==> src/rtl/riscv_pkg.sv <==
// Shared fetch-side definitions: datapath width, fetch FSM states, buffer entry layout.
package riscv_pkg;

  localparam int XLEN = 32;
  localparam logic [XLEN-1:0] PC_INC = XLEN'(4);

  typedef enum logic [1:0] {
    IDLE = 2'd0,
    REQ  = 2'd1,
    WAIT = 2'd2
  } fetch_state_e;

  typedef struct packed {
    logic [XLEN-1:0] pc;
    logic [XLEN-1:0] instr;
  } fetch_entry_t;

  function automatic logic [XLEN-1:0] word_align(input logic [XLEN-1:0] a);
    return {a[XLEN-1:2], 2'b00};
  endfunction

endpackage

==> src/rtl/instr_fetch_unit_if.sv <==
// Fetch unit bus: instruction-memory request/response, decode handshake and redirect.
interface instr_fetch_unit_if;
  import riscv_pkg::*;

  logic            redirect;
  logic [XLEN-1:0] redirect_target;
  logic            imem_req;
  logic [XLEN-1:0] imem_addr;
  logic            imem_gnt;
  logic            imem_rvalid;
  logic [XLEN-1:0] imem_rdata;
  logic            if_valid;
  logic            if_ready;
  logic [XLEN-1:0] if_instr;
  logic [XLEN-1:0] if_pc;
  logic [XLEN-1:0] if_pc_plus4;

  modport master (
    input  redirect, redirect_target, imem_gnt, imem_rvalid, imem_rdata, if_ready,
    output imem_req, imem_addr, if_valid, if_instr, if_pc, if_pc_plus4
  );

  modport slave (
    output redirect, redirect_target, imem_gnt, imem_rvalid, imem_rdata, if_ready,
    input  imem_req, imem_addr, if_valid, if_instr, if_pc, if_pc_plus4
  );

endinterface

==> src/rtl/fetch_fifo.sv <==
// Instruction buffer: DEPTH entries of {pc, instr}, head shown combinationally, flush wins.
module fetch_fifo
  import riscv_pkg::*;
#(
  parameter int DEPTH = 2
) (
  input  logic                   clk,
  input  logic                   rst,
  input  logic                   push,
  input  logic                   pop,
  input  logic                   flush,
  input  fetch_entry_t           din,
  output fetch_entry_t           head,
  output logic                   empty,
  output logic [$clog2(DEPTH):0] count
);
  localparam int AW = $clog2(DEPTH);
  localparam int CW = AW + 1;

  fetch_entry_t  mem [DEPTH];
  logic [AW-1:0] rd_ptr, wr_ptr;

  // Pointers wrap naturally because DEPTH is a power of two.
  always_ff @(posedge clk or posedge rst) begin
    if (rst) begin
      rd_ptr <= '0;
      wr_ptr <= '0;
      count  <= '0;
    end else if (flush) begin
      rd_ptr <= '0;
      wr_ptr <= '0;
      count  <= '0;
    end else begin
      if (push) wr_ptr <= wr_ptr + AW'(1);
      if (pop)  rd_ptr <= rd_ptr + AW'(1);
      count <= count + CW'(push) - CW'(pop);
    end
  end

  always_ff @(posedge clk) begin
    if (push && !flush) mem[wr_ptr] <= din;
  end

  assign head  = mem[rd_ptr];
  assign empty = (count == '0);

endmodule

==> src/rtl/instr_fetch_unit.sv <==
// Single-outstanding instruction fetcher feeding a small buffer to decode, with redirect support.
module instr_fetch_unit
  import riscv_pkg::*;
#(
  parameter logic [XLEN-1:0] RESET_PC = 32'h0000_0000,
  parameter int              DEPTH    = 2
) (
  input logic                clk,
  input logic                rst,
  instr_fetch_unit_if.master bus
);
  localparam int CW = $clog2(DEPTH) + 1;

  fetch_state_e    state, state_nxt;
  logic [XLEN-1:0] fetch_pc, fetch_pc_nxt, inflight_pc;
  logic            discard, discard_nxt;
  logic            push, pop, empty;
  logic [CW-1:0]   count;
  fetch_entry_t    head, push_entry;

  assign pop        = !empty && bus.if_ready && !bus.redirect;
  assign push_entry = '{pc: inflight_pc, instr: bus.imem_rdata};

  always_ff @(posedge clk or posedge rst) begin
    if (rst) begin
      state       <= IDLE;
      fetch_pc    <= RESET_PC;
      discard     <= 1'b0;
      inflight_pc <= RESET_PC;
    end else begin
      state   <= state_nxt;
      fetch_pc <= fetch_pc_nxt;
      discard <= discard_nxt;
      if (bus.imem_req && bus.imem_gnt) inflight_pc <= fetch_pc;
    end
  end

  always_comb begin
    state_nxt    = state;
    fetch_pc_nxt = fetch_pc;
    discard_nxt  = discard;
    bus.imem_req = 1'b0;
    push         = 1'b0;
    case (state)
      // Nothing is outstanding in IDLE, so buffer occupancy alone gates the next request.
      IDLE: if (bus.redirect || int'(count) < DEPTH) state_nxt = REQ;
      REQ: begin
        bus.imem_req = 1'b1;
        if (bus.imem_gnt) begin
          state_nxt    = WAIT;
          fetch_pc_nxt = fetch_pc + PC_INC;
          discard_nxt  = bus.redirect;
        end
      end
      WAIT: begin
        if (bus.imem_rvalid) begin
          discard_nxt = 1'b0;
          if (bus.redirect || discard) begin
            state_nxt = REQ;
          end else begin
            push      = 1'b1;
            state_nxt = (int'(count) + 1 - int'(pop) < DEPTH) ? REQ : IDLE;
          end
        end else if (bus.redirect) begin
          discard_nxt = 1'b1;
        end
      end
      default: state_nxt = IDLE;
    endcase
    // Redirect always wins over the sequential increment, including a same-cycle grant.
    if (bus.redirect) fetch_pc_nxt = word_align(bus.redirect_target);
  end

  fetch_fifo #(.DEPTH(DEPTH)) u_fifo (
    .clk   (clk),
    .rst   (rst),
    .push  (push),
    .pop   (pop),
    .flush (bus.redirect),
    .din   (push_entry),
    .head  (head),
    .empty (empty),
    .count (count)
  );

  assign bus.imem_addr   = fetch_pc;
  assign bus.if_valid    = !empty;
  assign bus.if_instr    = head.instr;
  assign bus.if_pc       = head.pc;
  assign bus.if_pc_plus4 = head.pc + PC_INC;

endmodule

==> src/flat_wrapper.sv <==
// flat-port wrapper written by rule: the top's interface ports become plain ports
module instr_fetch_unit_flat import riscv_pkg::*;
#(
  parameter logic [XLEN-1:0] RESET_PC = 32'h0000_0000,
  parameter int              DEPTH    = 2
)
  (clk, rst, bus_redirect, bus_redirect_target, bus_imem_gnt, bus_imem_rvalid, bus_imem_rdata, bus_if_ready, bus_imem_req, bus_imem_addr, bus_if_valid, bus_if_instr, bus_if_pc, bus_if_pc_plus4);
  instr_fetch_unit_if bus_i ();
  input logic clk;
  input logic rst;
  input wire logic [$bits(bus_i.redirect)-1:0] bus_redirect;
  input wire logic [$bits(bus_i.redirect_target)-1:0] bus_redirect_target;
  input wire logic [$bits(bus_i.imem_gnt)-1:0] bus_imem_gnt;
  input wire logic [$bits(bus_i.imem_rvalid)-1:0] bus_imem_rvalid;
  input wire logic [$bits(bus_i.imem_rdata)-1:0] bus_imem_rdata;
  input wire logic [$bits(bus_i.if_ready)-1:0] bus_if_ready;
  output wire logic [$bits(bus_i.imem_req)-1:0] bus_imem_req;
  output wire logic [$bits(bus_i.imem_addr)-1:0] bus_imem_addr;
  output wire logic [$bits(bus_i.if_valid)-1:0] bus_if_valid;
  output wire logic [$bits(bus_i.if_instr)-1:0] bus_if_instr;
  output wire logic [$bits(bus_i.if_pc)-1:0] bus_if_pc;
  output wire logic [$bits(bus_i.if_pc_plus4)-1:0] bus_if_pc_plus4;
  assign bus_i.redirect = bus_redirect;
  assign bus_i.redirect_target = bus_redirect_target;
  assign bus_i.imem_gnt = bus_imem_gnt;
  assign bus_i.imem_rvalid = bus_imem_rvalid;
  assign bus_i.imem_rdata = bus_imem_rdata;
  assign bus_i.if_ready = bus_if_ready;
  assign bus_imem_req = bus_i.imem_req;
  assign bus_imem_addr = bus_i.imem_addr;
  assign bus_if_valid = bus_i.if_valid;
  assign bus_if_instr = bus_i.if_instr;
  assign bus_if_pc = bus_i.if_pc;
  assign bus_if_pc_plus4 = bus_i.if_pc_plus4;
  instr_fetch_unit #(.RESET_PC(RESET_PC), .DEPTH(DEPTH)) u_core (.clk(clk), .rst(rst), .bus(bus_i));
endmodule
==> config.mk <==
export PLATFORM = sky130hd
export DESIGN_NAME = instr_fetch_unit_flat
export DESIGN_NICKNAME = d
export VERILOG_FILES = /design/src/rtl/riscv_pkg.sv /design/src/rtl/instr_fetch_unit_if.sv /design/src/rtl/fetch_fifo.sv /design/src/rtl/instr_fetch_unit.sv /design/src/flat_wrapper.sv
export SDC_FILE = /design/constraint.sdc
export NUM_CORES = 1
export LEC_CHECK = 0
export ABC_AREA = 1
export CORE_MARGIN = 2
export CORE_UTILIZATION = 45
export CTS_BUF_LIST = sky130_fd_sc_hd__clkbuf_4 sky130_fd_sc_hd__clkbuf_8 sky130_fd_sc_hd__clkbuf_16
export DETAILED_ROUTE_END_ITERATION = 7
export PLACE_DENSITY = 0.78
export SYNTH_ARGS = -nofsm -noshare
export SYNTH_HDL_FRONTEND = slang
export SYNTH_SLANG_ARGS = --single-unit
==> constraint.sdc <==
create_clock -name clk -period 9.4 [get_ports clk]
set_input_delay 1.88 -clock clk [delete_from_list [all_inputs] [get_ports clk]]
set_output_delay 1.88 -clock clk [all_outputs]
set_load 0.05 [all_outputs]
# Word level (Yosys, flattened, before mapping)
# Memory sizes are Yosys's and may differ from the RTL's.
# Cells that the tools add are included.
# Widths: inputs -> output; s select.
[totals]
regBits = 71
ramBits = 128
input_bits = 70
output_inout_bits = 130
wordCells = 66
n_memories = 1
[mem_list]
columns = ["memory", "depth", "word_bits", "rd", "rd_ports_with_merged_regs", "write_ports", "line", "text"]
rows = [
  ["u_core.u_fifo.mem", 2, 64, 1, 0, 1, "fetch_fifo.sv:20", "fetch_entry_t mem [DEPTH];"],
]
[op_classes]
addsub = 8
magnitude_cmp = 2
n_eq_ne = 6
mux = 24
reduce_logical = 18
[ops]
columns = ["operator", "n"]
rows = [
  ["$mux 32", 3],
  ["$add 32x3->32 const B", 2],
  ["$lt 32x3->1 const B", 1],
  ["$sub 32x2->32", 1],
  ["$mux 1", 14],
  ["$mux 2", 5],
  ["$reduce_bool 2->1", 5],
  ["$pmux 2 s3", 1],
  ["$reduce_and 3->1", 2],
  ["$logic_and 1x1->1", 4],
  ["$logic_not 2->1", 2],
  ["$ne 2x2->1 const B", 2],
  ["$add 2x1->3 const B", 1],
  ["$ne 3x3->1 const B", 1],
  ["$add 1x1->1 const B", 2],
  ["$add 2x1->2", 1],
  ["$eq 2x1->1 const B", 1],
  ["$eq 2x2->1 const B", 1],
  ["$logic_not 1->1", 2],
  ["$logic_or 1x1->1", 2],
  ["$lt 2x2->1 const B", 1],
  ["$ne 2x1->1 const B", 1],
  ["$pmux 1 s2", 1],
  ["$reduce_and 2->1", 1],
  ["$sub 2x1->2", 1],
]

# Longest topological paths before layout
[depth]
depth_word = 10
mapped_depth = 12

# By module
# From an unflattened synthesis, not the netlist that was laid out.
[hier_totals]
cells_unflattened = 897
hier_area_um2 = 9334.0
[modules_own_cells]
columns = ["module", "n_inst", "cells_per_inst", "area_per_inst_um2", "seq_area_each_um2"]
rows = [
  ["fetch_fifo", 1, 228, 4993.5, 3943.8],
  ["instr_fetch_unit", 1, 669, 4340.4, 1576.5],
]

# Least setup slack after synthesis
# No wires, ideal clock.
[synth_timing]
kind = "reg2out"
from = "register u_core.u_fifo.rd_ptr"
to = "output port bus_if_pc_plus4[18]"
t_arrival_ns = 3.465
required_ns = 7.520
slack_ns = 4.055
path_stages_with_launch = 10
path_cell_list = "dfrtp_1 > buf_6 > o21ai_1 > inv_1 > ha_1 > nand3_1 > inv_1 > nand2_2 > nor2_4 > xor2_1"
[synth_via]
elab_chain_cells = 2
[synth_rtl]
columns = ["item", "line", "text"]
rows = [
  ["start, declared", "fetch_fifo.sv:21", "logic [AW-1:0] rd_ptr, wr_ptr;"],
  ["start signal, assigned", "fetch_fifo.sv:35", "if (pop) rd_ptr <= rd_ptr + AW'(1);"],
  ["$mem_v2 2x64", "n/a", ""],
  ["net bus_if_pc[2]", "flat_wrapper.sv:21", "output wire logic [$bits(bus_i.if_pc)-1:0] bus_if_pc;"],
  ["$add 32x3->32", "instr_fetch_unit.sv:90", "assign bus.if_pc_plus4 = head.pc + PC_INC;"],
  ["end, declared", "flat_wrapper.sv:22", "output wire logic [$bits(bus_i.if_pc_plus4)-1:0] bus_if_pc_plus4;"],
]
# The timed path passes the listed nets, and every way through them passes these cells.

# Worst setup path in the final report
[layout_timing]
from = "register u_core.u_fifo.rd_ptr"
to = "output port bus_if_pc_plus4[14]"
[layout_via]
elab_chain_cells = 2
[layout_rtl]
columns = ["item", "line"]
rows = [
  ["$mem_v2 2x64", "n/a"],
  ["$add 32x3->32", "instr_fetch_unit.sv:90"],
]
# Every way passes these cells.

==> summary.txt <==
Detailed routing
  – Drt pass-1 iters: 5
  – Routed WL: roughly 22 mm
  – Drt wl/cell: approximately 15 um
  – Via count: around 7400
  – Vias/cell: 4.914
  – Detailed-route DRC error count: 0
  – Final ANT Viol Nets: 0
  – DRT iter0 DRCs: about 590

Worst setup path
  – CP Cell Sequence: buf_4, o21ai_1, inv_1, ha_1, nand3_1, inv_1, nand2_2, nor2_2, xor2_1, clkdlybuf4s50_1
  – Worst reg2reg setup slack: around 6500 ps
  – Slowest stage delay, CP: 820 ps
  – Cell mode on critical path: inv_1
  – Worst Path Class, Setup: reg2out
  – CP max stage cell: clkdlybuf4s50_1
  – Worst endpoint data arrival time: 3670 ps
  – Reg2Reg Depth: 8
  – Kind of end point of the critical path: output pin
  – Worst EP required: approximately 7500 ps
  – Startpoint Class: flop
  – Launch point of the worst path: u_core.u_fifo.rd_ptr
  – Worst path bufs/invs: 4
  – FF-to-FF Start: u_core.state[0]
  – Crit path max fanout: 63
  – RR Endpoint: u_core.bus.imem_addr[17]
  – CP delay by family, top: buffers and inverters

Yosys
  – Most common cell in the netlist: nand2_1
  – Synth cell count leaders: 430 x nand2_1, 124 x edfxtp_1, 92 x inv_1
  – Main synth FF type: edfxtp_1
  – Syn avg cell area: just under 9 um2
  – Library cells used by synthesis: 36
  – Synth Register Bits: ~190
  – Post-Syn Area: between 9000 and 10000 um2
  – Post-synth ARST share: 0.3508
  – Area leader, netlist: edfxtp_1
  – Cell count after synthesis: around 1000
  – Number of synthesized flops with an enable pin: 124
  – Yosys top cell area share: 0.4058
  – Post-synthesis sequential area ratio: 0.5885
  – Top post-synthesis cells by area: edfxtp_1 41%, dfrtp_1 18%, nand2_1 18%
  – Yosys warning total: 0

Placed design
  – Area after DPL: around 11000 um2
  – GPL Wtd Cong: between 0.9 and 1
  – Buffers on Ports: around 190
  – DP HPWL: 16.06 mm

Power
  – Switch Pwr: between 900 and 1000 uW
  – Leakage dissipation: about 0.005 uW
  – Sw Ratio: 0.3707
  – Clk network pwr share: 0.268
  – Combinational fraction of design power: 0.303
  – Internal Power: approximately 1700 uW
  – Part of the power in registers: 0.429
  – Pwr dens: around 220 nW/um2
  – Peak VDD IR: 150.5 uV

Timing
  – Crit share post-route: 0.5902
  – Slew HR: 0.3800
  – Worst slew pin tran: a little over 900 ps
  – Count of final setup violators: 0
  – Max Clk Rate: approximately 180 MHz
  – Fin. Hold Viols: 0
  – Min Tclk post-route: between 5000 and 6000 ps
  – Clock Skews: roughly 8.9 ps
  – Final Slew Violations: 0
  – Setup TNS: 0 ps
  – RSZ-0062 raised after global routing: false

Global routing
  – GR Overflow Total: 0
  – Vias in the first global route: slightly below 7000
  – GR Util All Layers: 0.2116
  – First-pass GRT wire length: 35.85 mm
  – Antenna violations before repair: 0
  – Largest net degree at the start of global routing: slightly below 70

Hold path
  – HP Start: u_core.inflight_pc[11]
  – Worst hold path class: reg2reg
  – Hold Path Depth: 0
  – Worst hold path endpoint: u_core.u_fifo.mem[1][43]

Clock network
  – CTS tree: built
  – CTS clk-pin slew, worst paths: around 70 ps
  – H-tree depth: 4
  – Clk sinks: between 150 and 200
  – Total CTS buffers: 17
  – Hold-fix buffers, CTS: 0
  – Worst-case clock buffer depth: 2
  – Root Driver: clkbuf_16
  – Setup bufs post-CTS: 0
  – Cts repair resizes: 0
  – Worst-Skew Late Latency: around 430 ps

Die
  – Starting Density: 0.4564
  – Die Span X: ~150 um
  – FP Rows: between 50 and 60
  – DIE HEIGHT: 146.8 um
  – Number of I/O pins: 200
  – DIE AREA: approximately 22000 um2
  – Core Area: 20100 um2

Finish
  – Antenna diode count: 0
  – Layout area overhead: 29.64%
  – Final net count: approximately 1300
  – Share of layout cells above drive strength 1: 0.06608
  – Final instance area: roughly 12000 um2
  – Fill cells: 1688

Status
  – Status: finished clean

Job
  – Max cap viols: 0
[kinds of logic after synthesis]
kind of cell	Yosys count	synth area share
AND/OR/NAND/NOR	617	0.2753
other	1	0.0004087
buffers and inverters	127	0.05986
adder cells (fa/ha/maj)	10	0.01445
XOR/XNOR	18	0.01718
AO/OA/AOI/OAI	76	0.04431
flip-flops	191	0.5885
[sequential cells by signal, summed over array words and instances (netlist names)]
signal,flops
u_core.state,2
u_core.discard,1
u_core.u_fifo.count,2
u_core.inflight_pc,30
u_core.u_fifo.wr_ptr,1
u_core.u_fifo.rd_ptr,1
u_core.u_fifo.mem,124
u_core.bus.imem_addr,30
[per-stage QoR]
step           hold WS, ps  worst slack [ps]  cells    util  power [uW]
2_1_floorplan        442.4              4055   1045       -        1679
3_3_place_gp         448.8              4306   1479  0.5626        1948
5_1_grt              496.0              3580   1511  0.5917        2793
6_report             478.1              3853   1511  0.5917        2671
4_1_cts              475.7              3808   1511  0.5917        2680
3_5_place_dp         457.1              4292   1479  0.5626        1971
[cell type report]
| type | instances | area (um2) | share of cell area |
|---|---|---|---|
| Clock buffer | 17 | 425.4 | 0.03576 |
| Clock inverter | 15 | 160.2 | 0.01346 |
| Inverter | 95 | 361.6 | 0.03040 |
| Multi-Input combinational cell | 727 | 3261 | 0.2741 |
| Sequential cell | 191 | 5401 | 0.4540 |
| Tap cell | 270 | 337.8 | 0.02840 |
| Timing Repair Buffer | 196 | 1949 | 0.1639 |
[placed cells by master, fill, tap and decap left out, types with 2 or more instances in the layout]
cell type,netlist,layout
nand2_1,430,430
clkdlybuf4s50_1,0,191
edfxtp_1,124,124
inv_1,92,91
nor2_1,84,82
dfrtp_1,67,66
o21ai_0,56,56
nand3_1,54,54
nand2_2,25,25
clkbuf_16,0,17
xor2_1,14,14
nor2_2,10,10
a21oi_1,9,9
ha_1,9,9
o211ai_1,6,6
conb_1,1,6
clkinvlp_4,0,5
buf_4,7,5
nor3_1,4,4
nor2_4,2,4
xnor2_1,4,4
clkinv_4,1,3
nand4_1,3,3
clkinv_1,1,3
inv_6,0,3
inv_2,1,2
or2_2,2,2
o21bai_1,2,2
bufinv_16,0,2
[power by group through the flow]
stage               Combinational (uW)  Sequential [uW]  Clock, uW
finish                             810             1150        715
global route                       876             1160        756
floorplan                          466             1210          0
detailed placement                 811             1160          0
global placement                   797             1150          0
CTS                                814             1140        723
[metal layers]
metal | part of all wire | wire length [um] | track usage
met1 | 0.44 | 9909 | 0.2884
met2 | 0.47 | 10380 | 0.3387
met3 | 0.064 | 1435 | 0.04161
met4 | 0.025 | 560 | 0.07913
met5 | 0 | 0 | 0
[worst reg2reg max path: stages, from the launching register on]
cell	delay [ps]
dfrtp_1	350
inv_1	80
nor2_2	140
nand2_2	540
nand2_1	790
clkinv_1	510
nand2_1	150
nand2_1	50
o21bai_1	150
[worst max path at each step]
stage                          endpoint  slack, ps  cells past startpoint
finish              bus_if_pc_plus4[14]       3850                     10
global route        bus_if_pc_plus4[28]       3580                     11
CTS                 bus_if_pc_plus4[14]       3810                     10
detailed placement  bus_if_pc_plus4[12]       4290                     10
global placement    bus_if_pc_plus4[12]       4310                     10
floorplan           bus_if_pc_plus4[18]       4060                      9
Note: power is estimated with default switching activity, not from simulation.
